===== src/rtl/audio_pkg.sv =====
// Shared types and constants for the audio block's sound-side logic.
package audio_pkg;

  localparam int NUM_CH = 4;

  typedef logic [2:0] step_t;

  // Bit s set means the tick fires when step s completes.
  localparam logic [7:0] LEN_STEP_MASK   = 8'b0101_0101;
  localparam logic [7:0] SWEEP_STEP_MASK = 8'b0100_0100;
  localparam logic [7:0] ENV_STEP_MASK   = 8'b1000_0000;

  localparam logic [2:0] NR52_UNUSED = 3'b111;

endpackage


===== src/rtl/frame_prescaler.sv =====
// Free-running divide-by-PRESCALE counter with enable and synchronous clear.
// tc is high during the cycle the count holds PRESCALE-1 while enabled.
module frame_prescaler #(
  parameter int PRESCALE = 32768,
  localparam int PS_W = $clog2(PRESCALE)
) (
  input  logic clock,
  input  logic rst_n,
  input  logic en,
  input  logic clr,
  output logic tc
);

  localparam logic [PS_W-1:0] LAST = PS_W'(PRESCALE - 1);

  logic [PS_W-1:0] count;

  assign tc = en && (count == LAST);

  always_ff @(posedge clock) begin
    if (!rst_n) begin
      count <= '0;
    end else if (clr) begin
      count <= '0;
    end else if (en) begin
      count <= (count == LAST) ? '0 : count + PS_W'(1);
    end
  end

endmodule


===== src/rtl/frame_sequencer.sv =====
// 512 Hz frame sequencer: step counter, length/sweep/envelope strobes and NR52 status.
// Optional FRAME_SEQ_TEST_STEP_EN adds a test_step input that forces an immediate frame step.
module frame_sequencer
  import audio_pkg::*;
#(
  parameter int PRESCALE = 32768
) (
  input  logic              clock,
  input  logic              rst_n,
  input  logic              master_en,
  input  logic [NUM_CH-1:0] trigger,
  input  logic [NUM_CH-1:0] length_expire,
  input  logic [NUM_CH-1:0] dac_off,
`ifdef FRAME_SEQ_TEST_STEP_EN
  input  logic              test_step,
`endif
  output logic              length_tick,
  output logic              sweep_tick,
  output logic              envelope_tick,
  output step_t             step,
  output logic [NUM_CH-1:0] ch_active,
  output logic [7:0]        nr52_rd
);

  logic master_q;
  logic step_req;
  logic ps_tc;
  logic frame_step;
  logic [NUM_CH-1:0] ch_next;

`ifdef FRAME_SEQ_TEST_STEP_EN
  assign step_req = test_step;
`else
  assign step_req = 1'b0;
`endif

  // A forced step clears the prescaler, so a coincident terminal count yields one step only.
  frame_prescaler #(.PRESCALE(PRESCALE)) u_prescaler (
    .clock (clock),
    .rst_n (rst_n),
    .en    (master_en),
    .clr   (~master_en | step_req),
    .tc    (ps_tc)
  );

  assign frame_step = master_en & (ps_tc | step_req);

  always_ff @(posedge clock) begin
    if (!rst_n) begin
      master_q      <= 1'b0;
      step          <= '0;
      length_tick   <= 1'b0;
      sweep_tick    <= 1'b0;
      envelope_tick <= 1'b0;
    end else begin
      master_q      <= master_en;
      length_tick   <= 1'b0;
      sweep_tick    <= 1'b0;
      envelope_tick <= 1'b0;
      if (!master_en) begin
        step <= '0;
      end else if (frame_step) begin
        step          <= step_t'(step + 3'd1);
        length_tick   <= LEN_STEP_MASK[step];
        sweep_tick    <= SWEEP_STEP_MASK[step];
        envelope_tick <= ENV_STEP_MASK[step];
      end else if (!master_q) begin
        step <= '0;
      end
    end
  end

  // Per-channel priority: power off, trigger, DAC off, length expiry, hold.
  always_comb begin
    ch_next = ch_active;
    for (int i = 0; i < NUM_CH; i++) begin
      if (!master_en) begin
        ch_next[i] = 1'b0;
      end else if (trigger[i] && !dac_off[i]) begin
        ch_next[i] = 1'b1;
      end else if (dac_off[i] || length_expire[i]) begin
        ch_next[i] = 1'b0;
      end
    end
  end

  always_ff @(posedge clock) begin
    if (!rst_n) begin
      ch_active <= '0;
    end else begin
      ch_active <= ch_next;
    end
  end

  assign nr52_rd = {master_en, NR52_UNUSED, ch_active};

endmodule


===== config.mk =====
export PLATFORM = sky130hd
export DESIGN_NAME = frame_sequencer
export DESIGN_NICKNAME = d
export VERILOG_FILES = /design/src/rtl/audio_pkg.sv /design/src/rtl/frame_prescaler.sv /design/src/rtl/frame_sequencer.sv
export SDC_FILE = /design/constraint.sdc
export NUM_CORES = 1
export LEC_CHECK = 0
export BUFFER_PORTS_ARGS = -buffer_cell sky130_fd_sc_hd__buf_2
export CORE_ASPECT_RATIO = 1.75
export CORE_UTILIZATION = 25
export CTS_CLUSTER_SIZE = 20
export DETAILED_ROUTE_END_ITERATION = 6
export PLACE_DENSITY_LB_ADDON = 0.25
export SKIP_LAST_GASP = 1
export SLEW_MARGIN = 20
export SYNTH_ARGS = -nofsm -noshare
export SYNTH_HDL_FRONTEND = slang
export SYNTH_SLANG_ARGS = --single-unit

===== constraint.sdc =====
create_clock -name clock -period 1.5 [get_ports clock]
set_input_delay 0.075 -clock clock [delete_from_list [all_inputs] [get_ports clock]]
set_output_delay 0.075 -clock clock [all_outputs]
set_load 0.02 [all_outputs]

==> metrics.md, run 1 <==
| Metric | Value |
|---|---|
| Status | `completed` |
| First-pass GRT wire length | `4170 um` |
| Largest net degree at the start of global routing | `16` |
| Total GRT Usage | `11.7%` |
| Post-Synthesis Cell Area | `1110 um2` |
| CP peak stage delay | `570 ps` |
| Hold Crit Endpoint | `ch_active[1]` |
| Cell depth of the worst flop-to-flop path | `5` |
| Worst vdd ir | `402 uV` |
| Setup slack after layout | `22.8 ps` |
| Remaining DRCs | `0` |
| CTS Buffer Depth | `2` |
| Synthesis-to-finish area growth | `44.1%` |
| Num ports | `33` |
| Critical-path top delay cell | `or4_4` |
| Post-detailed-placement cell area | `1460 um2` |
| R2R Setup Slk | `20 ps` |
| Crit path time final | `1480 ps` |
| Leakage | `0.707 nW` |
| Final period utilization | `98.5%` |
| CP Cell Sequence | `nand4_1 -> or4_4 -> buf_4 -> nand3_1 -> a31oi_1` |
| DRT met1 WL | `933 um` |
| Cts bufs inserted | `3` |
| Vias/cell | `4.43` |
| Final setup viols | `0` |
| Top achievable clock speed | `0.677 GHz` |
| DIE HEIGHT | `90.3 um` |
| Final nets | `198` |
| Share of Yosys cell area claimed by the top area cell type | `46.7%` |
| Yosys reg bits | `26` |
| Sequential area share after synthesis | `46.7%` |
| N_diodes | `0` |
| H-tree Lvls | `1` |
| Pwr/cell area | `844 nW/um2` |
| Min-Delay Path Class | `in2reg` |
| Dpl ws | `-56.4 ps` |
| Starting DRT DRC Count | `14` |
| Worst Path Required | `1660 ps` |
| Drt pass-1 iters | `3` |
| Worst Hold Depth | `3` |
| Cell Count, Final, Fillers Out | `228` |
| Starting Density | `26.6%` |
| Wire length on met2 | `1430 um` |
| Synth area leader | `dfxtp_1` |
| Post-synth cell types | `24` |
| Max Cap Viol | `0` |
| Core area | `4190 um2` |
| Initial antenna violation count | `0` |
| Vias in the first global route | `1,019` |
| Yosys warns | `0` |
| Root Driver | `clkbuf_8` |
| Gpl congestion | `0.711` |
| Syn avg cell area | `8.85 um2` |
| Hpwl dp | `1930 um` |
| Synth Instances | `126` |
| Die width | `52.5 um` |
| R2R Path Start | `u_prescaler.count[10]` |
| Worst reg2reg endpoint | `step[2]` |
| Commonest non-fill, non-tap cell in the layout | `buf_2` |
| Clock slew at reported path FFs | `90 ps` |
| Dpl cells | `219` |
| Hold_sp | `trigger[1]` |
| Top sig layer | `met4` |
| CP Class | `reg2reg` |
| Critical path arrival | `1640 ps` |
| Layout Skew | `1.80 ps` |
| Final ANT Viol Nets | `0` |
| Die ar. | `4740 um2` |
| TritonCTS clock tree | `built` |
| Slew Limit Fails | `0` |
| Top delay family on crit path | `simple AND/OR/NAND/NOR gates` |
| Met3 Wirelength | `118 um` |
| Num rows | `31` |
| RSZ-0062 raised after global routing | `yes` |
| Pwr Total | `1.36 mW` |
| Setup_tns | `0 ps` |
| Via Count | `1,009` |
| Clock Latency Late Sink | `270 ps` |
| Critical path launch point type | `flip-flop` |
| Crit. End Element | `flip-flop` |
| Final hold vios | `0` |
| Final Cell Area | `1610 um2` |
| Most frequent cells in the layout | `buf_2 (29), buf_4 (23), nor2_1 (18), dfxtp_1 (16), nand3_1 (10)` |
| CP max FO | `6` |
| Buffers added on ports | `29` |
| CTS sink cnt | `26` |
| Share of layout cells above drive strength 1 | `40.2%` |
| Worst path bufs/invs | `1` |
| Remaining global-route overflow | `0` |
| Final WL | `2520 um` |
| Synth top area cells | `dfxtp_1 (47%), xnor2_1 (7.1%), nor2_1 (6.1%), buf_4 (5.4%), nand3_1 (4.5%)` |
| Wire length per cell | `11.1 um` |
[registers in the layout (all words and copies together) (netlist names)]
signal,count
u_prescaler.count,15
ch_active,4
step,3
sweep_tick,1
envelope_tick,1
length_tick,1
master_q,1
[worst register-to-register path: cells and delay by family (launching register included)]
| kind | cells | cell delay [ps] |
|---|---|---|
| compound gates | 1 | 80 |
| buf+inv | 1 | 160 |
| flops | 1 | 370 |
| simple gates | 3 | 760 |
[worst max-delay path by stage]
stage	start	end	slack, ps	depth (start not counted)
floorplan	u_prescaler.count[7]	step[1]	-20	5
global placement	u_prescaler.count[10]	step[2]	-30	5
detailed placement	u_prescaler.count[10]	step[2]	-60	5
CTS	u_prescaler.count[10]	step[2]	-10	5
global route	u_prescaler.count[2]	step[2]	-110	7
finish	u_prescaler.count[10]	step[2]	20	5
[cells in the mapped netlist, drive strengths merged]
| cell type | instances |
|---|---|
| or4 | 1 |
| or2 | 1 |
| xnor2 | 9 |
| a21oi | 6 |
| nor3 | 6 |
| nand3b | 2 |
| nor4 | 5 |
| conb | 1 |
| nand2 | 6 |
| nand4 | 5 |
| ha | 3 |
| clkbuf | 2 |
| nor2 | 18 |
| buf | 8 |
| nand2b | 1 |
| a31oi | 1 |
| inv | 8 |
| dfxtp | 26 |
| and4 | 1 |
| xor2 | 4 |
| and3 | 2 |
| nand3 | 10 |
[layout make-up]
type	count	area (um2)
flip-flops and latches	26	538
well taps	49	61.3
clock buffers	3	41.3
multi-input cells	84	537
clock inverters	1	30.0
fillers	433	2580
inverters	8	30.0
repair buffers	57	369
[per-stage QoR]
step / util (%) / hold slack [ps]
after global placement: 34.8 / 242
final: 38.4 / 72.7
after global routing: 38.4 / 97.2
after floorplan: - / 154
after detailed placement: 34.8 / 246
after CTS: 37.8 / 77.0
[report_power, final]
| group | internal (mW) | switching (mW) |
|---|---|---|
| Combinational | 0.0398 | 0.0469 |
| Sequential | 0.693 | 0.00545 |
| Clock | 0.357 | 0.214 |
[routing by layer]
layer / track usage [%] / up-vias
met3: 2.02 / 4
met1: 11.0 / 454
met2: 22.9 / 34
li1: - / 517
met5: 0 / -
met4: 4.61 / 0
[cell families after synthesis]
logic type	share of synthesized area, %
fa+ha+maj	3.37
simple gates	27.3
flops	46.7
compound gates	3.26
xor+xnor	10.2
other cells	0.336
buf+inv	8.87
[repair_timing]
| item | in CTS | in global routing |
|---|---|---|
| pin swaps | 1 | 3 |
| endpoints found under the hold margin | 4 | 0 |
| setup buffers | 0 | 1 |
| endpoints found under the setup margin | 12 | 15 |
| resized for setup | 3 | 6 |
| hold buffers | 4 | 0 |
Power figures use the tool's default switching activity.
==> run 2, diff against run 1 <==
--- a/config.mk
+++ b/config.mk
@@ -7,6 +7,7 @@
 export LEC_CHECK = 0
 export BUFFER_PORTS_ARGS = -buffer_cell sky130_fd_sc_hd__buf_2
 export CORE_ASPECT_RATIO = 1.75
+export CORE_MARGIN = 4
 export CORE_UTILIZATION = 25
 export CTS_CLUSTER_SIZE = 20
 export DETAILED_ROUTE_END_ITERATION = 6
==> constraint.sdc (replaced) <==
create_clock -name clock -period 1.3 [get_ports clock]
set_input_delay 0.065 -clock clock [delete_from_list [all_inputs] [get_ports clock]]
set_output_delay 0.065 -clock clock [all_outputs]
set_load 0.02 [all_outputs]
==> metrics.md, run 2 (synthesized netlist as in run 1, its figures left out) <==
| Metric | Value |
|---|---|
| Clock Latency Late Sink | `280 ps (about the same)` |
| Vias/cell | `4.64 (+4.9%)` |
| CP max FO | `5 (-1)` |
| Setup slack after layout | `-244 ps (-267 ps)` |
| First-pass GRT wire length | `4660 um (+12%)` |
| Final hold vios | `0 (unchanged)` |
| Most frequent cells in the layout | `buf_2 (29), buf_4 (22), nor2_1 (18), dfxtp_1 (13), dfxtp_2 (10)` |
| Status | `finished, violations left` |
| Cts bufs inserted | `3 (unchanged)` |
| Failing checks | `negative setup slack` |
| Remaining DRCs | `0 (unchanged)` |
| Die ar. | `5630 um2 (+19%)` |
| CP Class | `reg2reg` |
| Worst vdd ir | `343 uV (-15%)` |
| Drt pass-1 iters | `2 (-1)` |
| Biggest register | `u_prescaler.count` |
| Pwr/cell area | `869 nW/um2 (+2.9%)` |
| Regs by FF count | `u_prescaler.count (15), ch_active (4), step (3)` |
| Wire length per cell | `12.6 um (+14%)` |
| Final nets | `204 (+3.0%)` |
| Dpl ws | `-289 ps (-233 ps)` |
| Starting DRT DRC Count | `7 (-7)` |
| Remaining global-route overflow | `0 (unchanged)` |
| Worst Path Required | `1510 ps (-150 ps)` |
| Leakage | `0.795 nW (+12%)` |
| Root Driver | `clkbuf_8` |
| Dpl cells | `219 (unchanged)` |
| Vias in the first global route | `1,113 (+9.2%)` |
| TritonCTS clock tree | `built` |
| Min-Delay Path Class | `in2reg` |
| Largest register FFs | `15 (unchanged)` |
| Total GRT Usage | `11.0% (-0.70 points)` |
| Initial antenna violation count | `0 (unchanged)` |
| Layout Skew | `6.45 ps (+4.64 ps)` |
| Max Cap Viol | `0 (unchanged)` |
| Commonest non-fill, non-tap cell in the layout | `buf_2` |
| Crit path time final | `1540 ps (+67.0 ps)` |
| Critical path arrival | `1750 ps (+110 ps)` |
| Largest net degree at the start of global routing | `16 (unchanged)` |
| Final setup viols | `15 (+15)` |
| Die width | `58.5 um (+11%)` |
| Cell Count, Final, Fillers Out | `234 (+2.6%)` |
| CTS sink cnt | `26 (unchanged)` |
| DIE HEIGHT | `96.3 um (+6.6%)` |
| Final period utilization | `119% (+20 points)` |
| Buffers added on ports | `29 (unchanged)` |
| Final Util | `41.3% (+3.0 points)` |
| Share of layout cells above drive strength 1 | `48.6% (+8.4 points)` |
| Core area | `4230 um2 (+0.93%)` |
| Num rows | `31 (unchanged)` |
| Top achievable clock speed | `0.648 GHz (-4.3%)` |
| Final WL | `2950 um (+17%)` |
| Gpl congestion | `0.783 (+10%)` |
| Hpwl dp | `2130 um (+10%)` |
| Clock slew at reported path FFs | `100 ps (about the same)` |
| H-tree Lvls | `1 (unchanged)` |
| Synthesis-to-finish area growth | `56.7%` |
| Starting Density | `26.4% (-0.24 points)` |
| Crit. End Element | `flip-flop` |
| Hold slack | `39.7 ps (-33.0 ps)` |
| RSZ-0062 raised after global routing | `yes` |
| N_diodes | `0 (unchanged)` |
| CTS Buffer Depth | `2 (unchanged)` |
| Final ANT Viol Nets | `0 (unchanged)` |
| Num ports | `33 (unchanged)` |
| Critical path launch point type | `flip-flop` |
| Final-layout fill cell count | `417 (-3.7%)` |
| Via Count | `1,086 (+7.6%)` |
| Slew Limit Fails | `0 (unchanged)` |
[run 2: cell types whose count changed in the layout (fill, tap and decap cells not counted), sizes merged]
cell,before,now
buf,53,59
bufinv,1,0
clkbuf,3,4
clkinvlp,0,1
inv,8,7
[run 2: layer usage]
metal / part of all wire [%] / wire length [um] / GRT usage, %
met5: 0 / 0 / 0
met2: 59 / 1750 / 22.3
met4: 3.3 / 97 / 6.77
met3: 3.8 / 113 / 2.42
met1: 33 / 988 / 9.08
[run 2: final timing paths]
kind	start	to	slack, ps	cells past startpoint
hold reg to reg	master_q	step[0]	510	2
setup reg to reg	u_prescaler.count[8]	step[1]	-240	4
hold / removal	trigger[0]	ch_active[0]	40	3
setup / recovery	u_prescaler.count[8]	step[1]	-240	4
[run 2: power breakdown]
group          switching [mW]  internal [mW]  total [mW]
Sequential            0.00674          0.798       0.805
Combinational          0.0566         0.0476       0.104
Clock                   0.273          0.336       0.609
Total                   0.337           1.18        1.52
[run 2: area by class of cell]
cell class              instances  area [um2]  area share, %
multi-input cells              84         601           34.4
flip-flops and latches         26         544           31.2
repair buffers                 63         440           25.2
clock buffers                   4        66.3           3.80
well taps                      49        61.3           3.51
inverters                       8        33.8           1.93
[run 2: repair_timing]
item / CTS / global route
gates resized for setup: 25 / 8
hold buffers: 4 / 0
endpoints found under the setup margin: 19 / 19
setup buffers: 3 / 3
endpoints found under the hold margin: 4 / 0
pin swaps: 10 / 9
gates cloned: 1 / 0
[run 2: critical path, cell delays in order (launching register included)]
cell and delay [ps]:
dfxtp_4 370, nand4_4 110, or4_4 590, or2_0 230, a21oi_1 180
[run 2: through the flow]
| step | instance area, um2 | setup TNS [ps] | power (mW) |
|---|---|---|---|
| 6_report | 1750 | -2080 | 1.52 |
| 5_1_grt | 1750 | -3370 | 1.58 |
| 4_1_cts | 1690 | -2560 | 1.54 |
| 3_5_place_dp | 1460 | -3800 | 0.917 |
| 3_3_place_gp | 1460 | -3390 | 0.915 |
| 2_1_floorplan | 1150 | -2710 | 0.882 |
==> run 3, diff against run 2 <==
==> constraint.sdc (replaced) <==
create_clock -name clock -period 1.97 [get_ports clock]
set_input_delay 0.0985 -clock clock [delete_from_list [all_inputs] [get_ports clock]]
set_output_delay 0.0985 -clock clock [all_outputs]
set_load 0.02 [all_outputs]
==> metrics.md, run 3 (synthesized netlist as in run 1, its figures left out) <==
| Metric | Value |
|---|---|
| Initial antenna violation count | `0 (unchanged)` |
| N_diodes | `0 (unchanged)` |
| Clock Latency Late Sink | `270 ps (about the same)` |
| Starting Density | `26.4% (unchanged)` |
| Vias/cell | `4.49 (-3.2%)` |
| Crit. End Element | `flip-flop` |
| Hold Crit Endpoint | `ch_active[1]` |
| Share of layout cells above drive strength 1 | `23.9% (-25 points)` |
| DRT met1 WL | `902 um (-8.7%)` |
| Worst reg2reg endpoint | `u_prescaler.count[13]` |
| Biggest register | `u_prescaler.count` |
| Drt pass-1 iters | `4 (+2)` |
| Final hold vios | `0 (unchanged)` |
| Final ANT Viol Nets | `0 (unchanged)` |
| Final period utilization | `91.7% (-27 points)` |
| CTS-repair resized insts | `0 (-100%)` |
| Top sig layer | `met4` |
| Commonest non-fill, non-tap cell in the layout | `buf_2` |
| Worst Hold Depth | `3 (unchanged)` |
| Wire length on met2 | `1190 um (-32%)` |
| Final Cell Area | `1390 um2 (-21%)` |
| Hold_sp | `trigger[1]` |
| Setup_tns | `0 ps (+2080 ps)` |
| Layout Skew | `7.65 ps (+1.20 ps)` |
| Crit path time final | `1810 ps (+262 ps)` |
| Total GRT Usage | `9.00% (-2.0 points)` |
| Slew Limit Fails | `0 (unchanged)` |
| Leakage | `0.574 nW (-28%)` |
| R2R Path Start | `u_prescaler.count[6]` |
| Buffers added on ports | `29 (unchanged)` |
| Hpwl dp | `1730 um (-19%)` |
| H-tree Lvls | `1 (unchanged)` |
| Remaining global-route overflow | `0 (unchanged)` |
| R2R Setup Slk | `160 ps (+410 ps)` |
| Vias in the first global route | `952 (-14%)` |
| Regs by FF count | `u_prescaler.count (15), ch_active (4), step (3)` |
| Cell depth of the worst flop-to-flop path | `4 (unchanged)` |
| Num ports | `33 (unchanged)` |
| Top achievable clock speed | `0.554 GHz (-15%)` |
| CP max FO | `9 (+4)` |
| Critical path arrival | `1960 ps (+210 ps)` |
| Pwr/cell area | `674 nW/um2 (-22%)` |
| First-pass GRT wire length | `3990 um (-14%)` |
| Final nets | `178 (-13%)` |
| DIE HEIGHT | `96.3 um (unchanged)` |
| Worst Path Required | `2120 ps (+610 ps)` |
| CP Class | `reg2reg` |
| Cts bufs inserted | `3 (unchanged)` |
| Core area | `4230 um2 (unchanged)` |
| CTS Buffer Depth | `2 (unchanged)` |
| Via Count | `934 (-14%)` |
| Clock slew at reported path FFs | `90 ps (about the same)` |
| Largest register FFs | `15 (unchanged)` |
| Final setup viols | `0 (-15)` |
| Starting DRT DRC Count | `24 (+17)` |
| Post-CTS setup buffers | `0 (-3)` |
| Status | `completed` |
| RSZ-0062 raised after global routing | `no` |
| Most frequent cells in the layout | `buf_2 (29), dfxtp_1 (26), nor2_1 (18), nand3_1 (10), xnor2_1 (9)` |
| Final WL | `2310 um (-22%)` |
| Gpl congestion | `0.763 (-2.5%)` |
| Final-layout fill cell count | `430 (+3.1%)` |
| Synthesis-to-finish area growth | `24.2%` |
| Remaining DRCs | `0 (unchanged)` |
| Wire length per cell | `11.1 um (-12%)` |
| Critical path launch point type | `flip-flop` |
| Root Driver | `clkbuf_8` |
| Worst vdd ir | `307 uV (-10%)` |
| Met3 Wirelength | `186 um (+65%)` |
| CTS sink cnt | `26 (unchanged)` |
| Die width | `58.5 um (unchanged)` |
| Num rows | `31 (unchanged)` |
| Min-Delay Path Class | `in2reg` |
| TritonCTS clock tree | `built` |
| Die ar. | `5630 um2 (unchanged)` |
| Max Cap Viol | `0 (unchanged)` |
| Post-detailed-placement cell area | `1290 um2 (-11%)` |
| Largest net degree at the start of global routing | `15 (-1)` |
==> run 3: layout make-up <==
class	count	area, um2	share of cell area (%)
flip-flops and latches	26	520	37.6
clock buffers	4	55.1	3.97
well taps	49	61.3	4.43
repair buffers	37	215	15.5
multi-input cells	84	503	36.3
inverters	8	30.0	2.17
==> run 3: how the worst max path moves through the flow <==
stage,startpoint,to
finish,u_prescaler.count[6],u_prescaler.count[13]
global route,u_prescaler.count[6],u_prescaler.count[3]
CTS,u_prescaler.count[6],u_prescaler.count[13]
detailed placement,u_prescaler.count[6],u_prescaler.count[11]
global placement,u_prescaler.count[6],u_prescaler.count[3]
floorplan,u_prescaler.count[0],step[1]
==> run 3: power by group <==
part / leakage, nW / internal, mW / switching, mW
Clock: 0.0288 / 0.179 / 0.164
Sequential: 0.210 / 0.530 / 0.00508
Combinational: 0.335 / 0.0246 / 0.0315
Total: 0.574 / 0.734 / 0.200
==> run 3: per-stage QoR <==
step                      worst slack [ps]  hold slack, ps  instances  power (mW)  util, %
after floorplan                        367             178        128       0.582        -
after global placement                 231             266        200       0.598     30.5
after detailed placement               168             270        200       0.599     30.5
after CTS                              160            91.5        208       0.945     32.8
after global routing                  3.61            99.1        208       0.969     32.8
final                                  163            83.3        208       0.934     32.8
==> run 3: timing repair <==
| item | CTS | global route |
|---|---|---|
| endpoints found under the hold margin | 4 | 0 |
| endpoints found under the setup margin | 0 | 0 |
| hold buffers | 4 | 0 |
==> run 3: critical path: stages (launching register included) <==
cell and delay, ps:
dfxtp_1 460, nand4_4 170, or4_1 670, nand2_1 310, nor2_1 90
==> run 3: per-layer routing <==
layer	up-vias	GRT usage, %
li1	477	-
met1	424	9.33
met2	31	16.6
met3	2	1.88
met4	0	4.45
met5	-	0
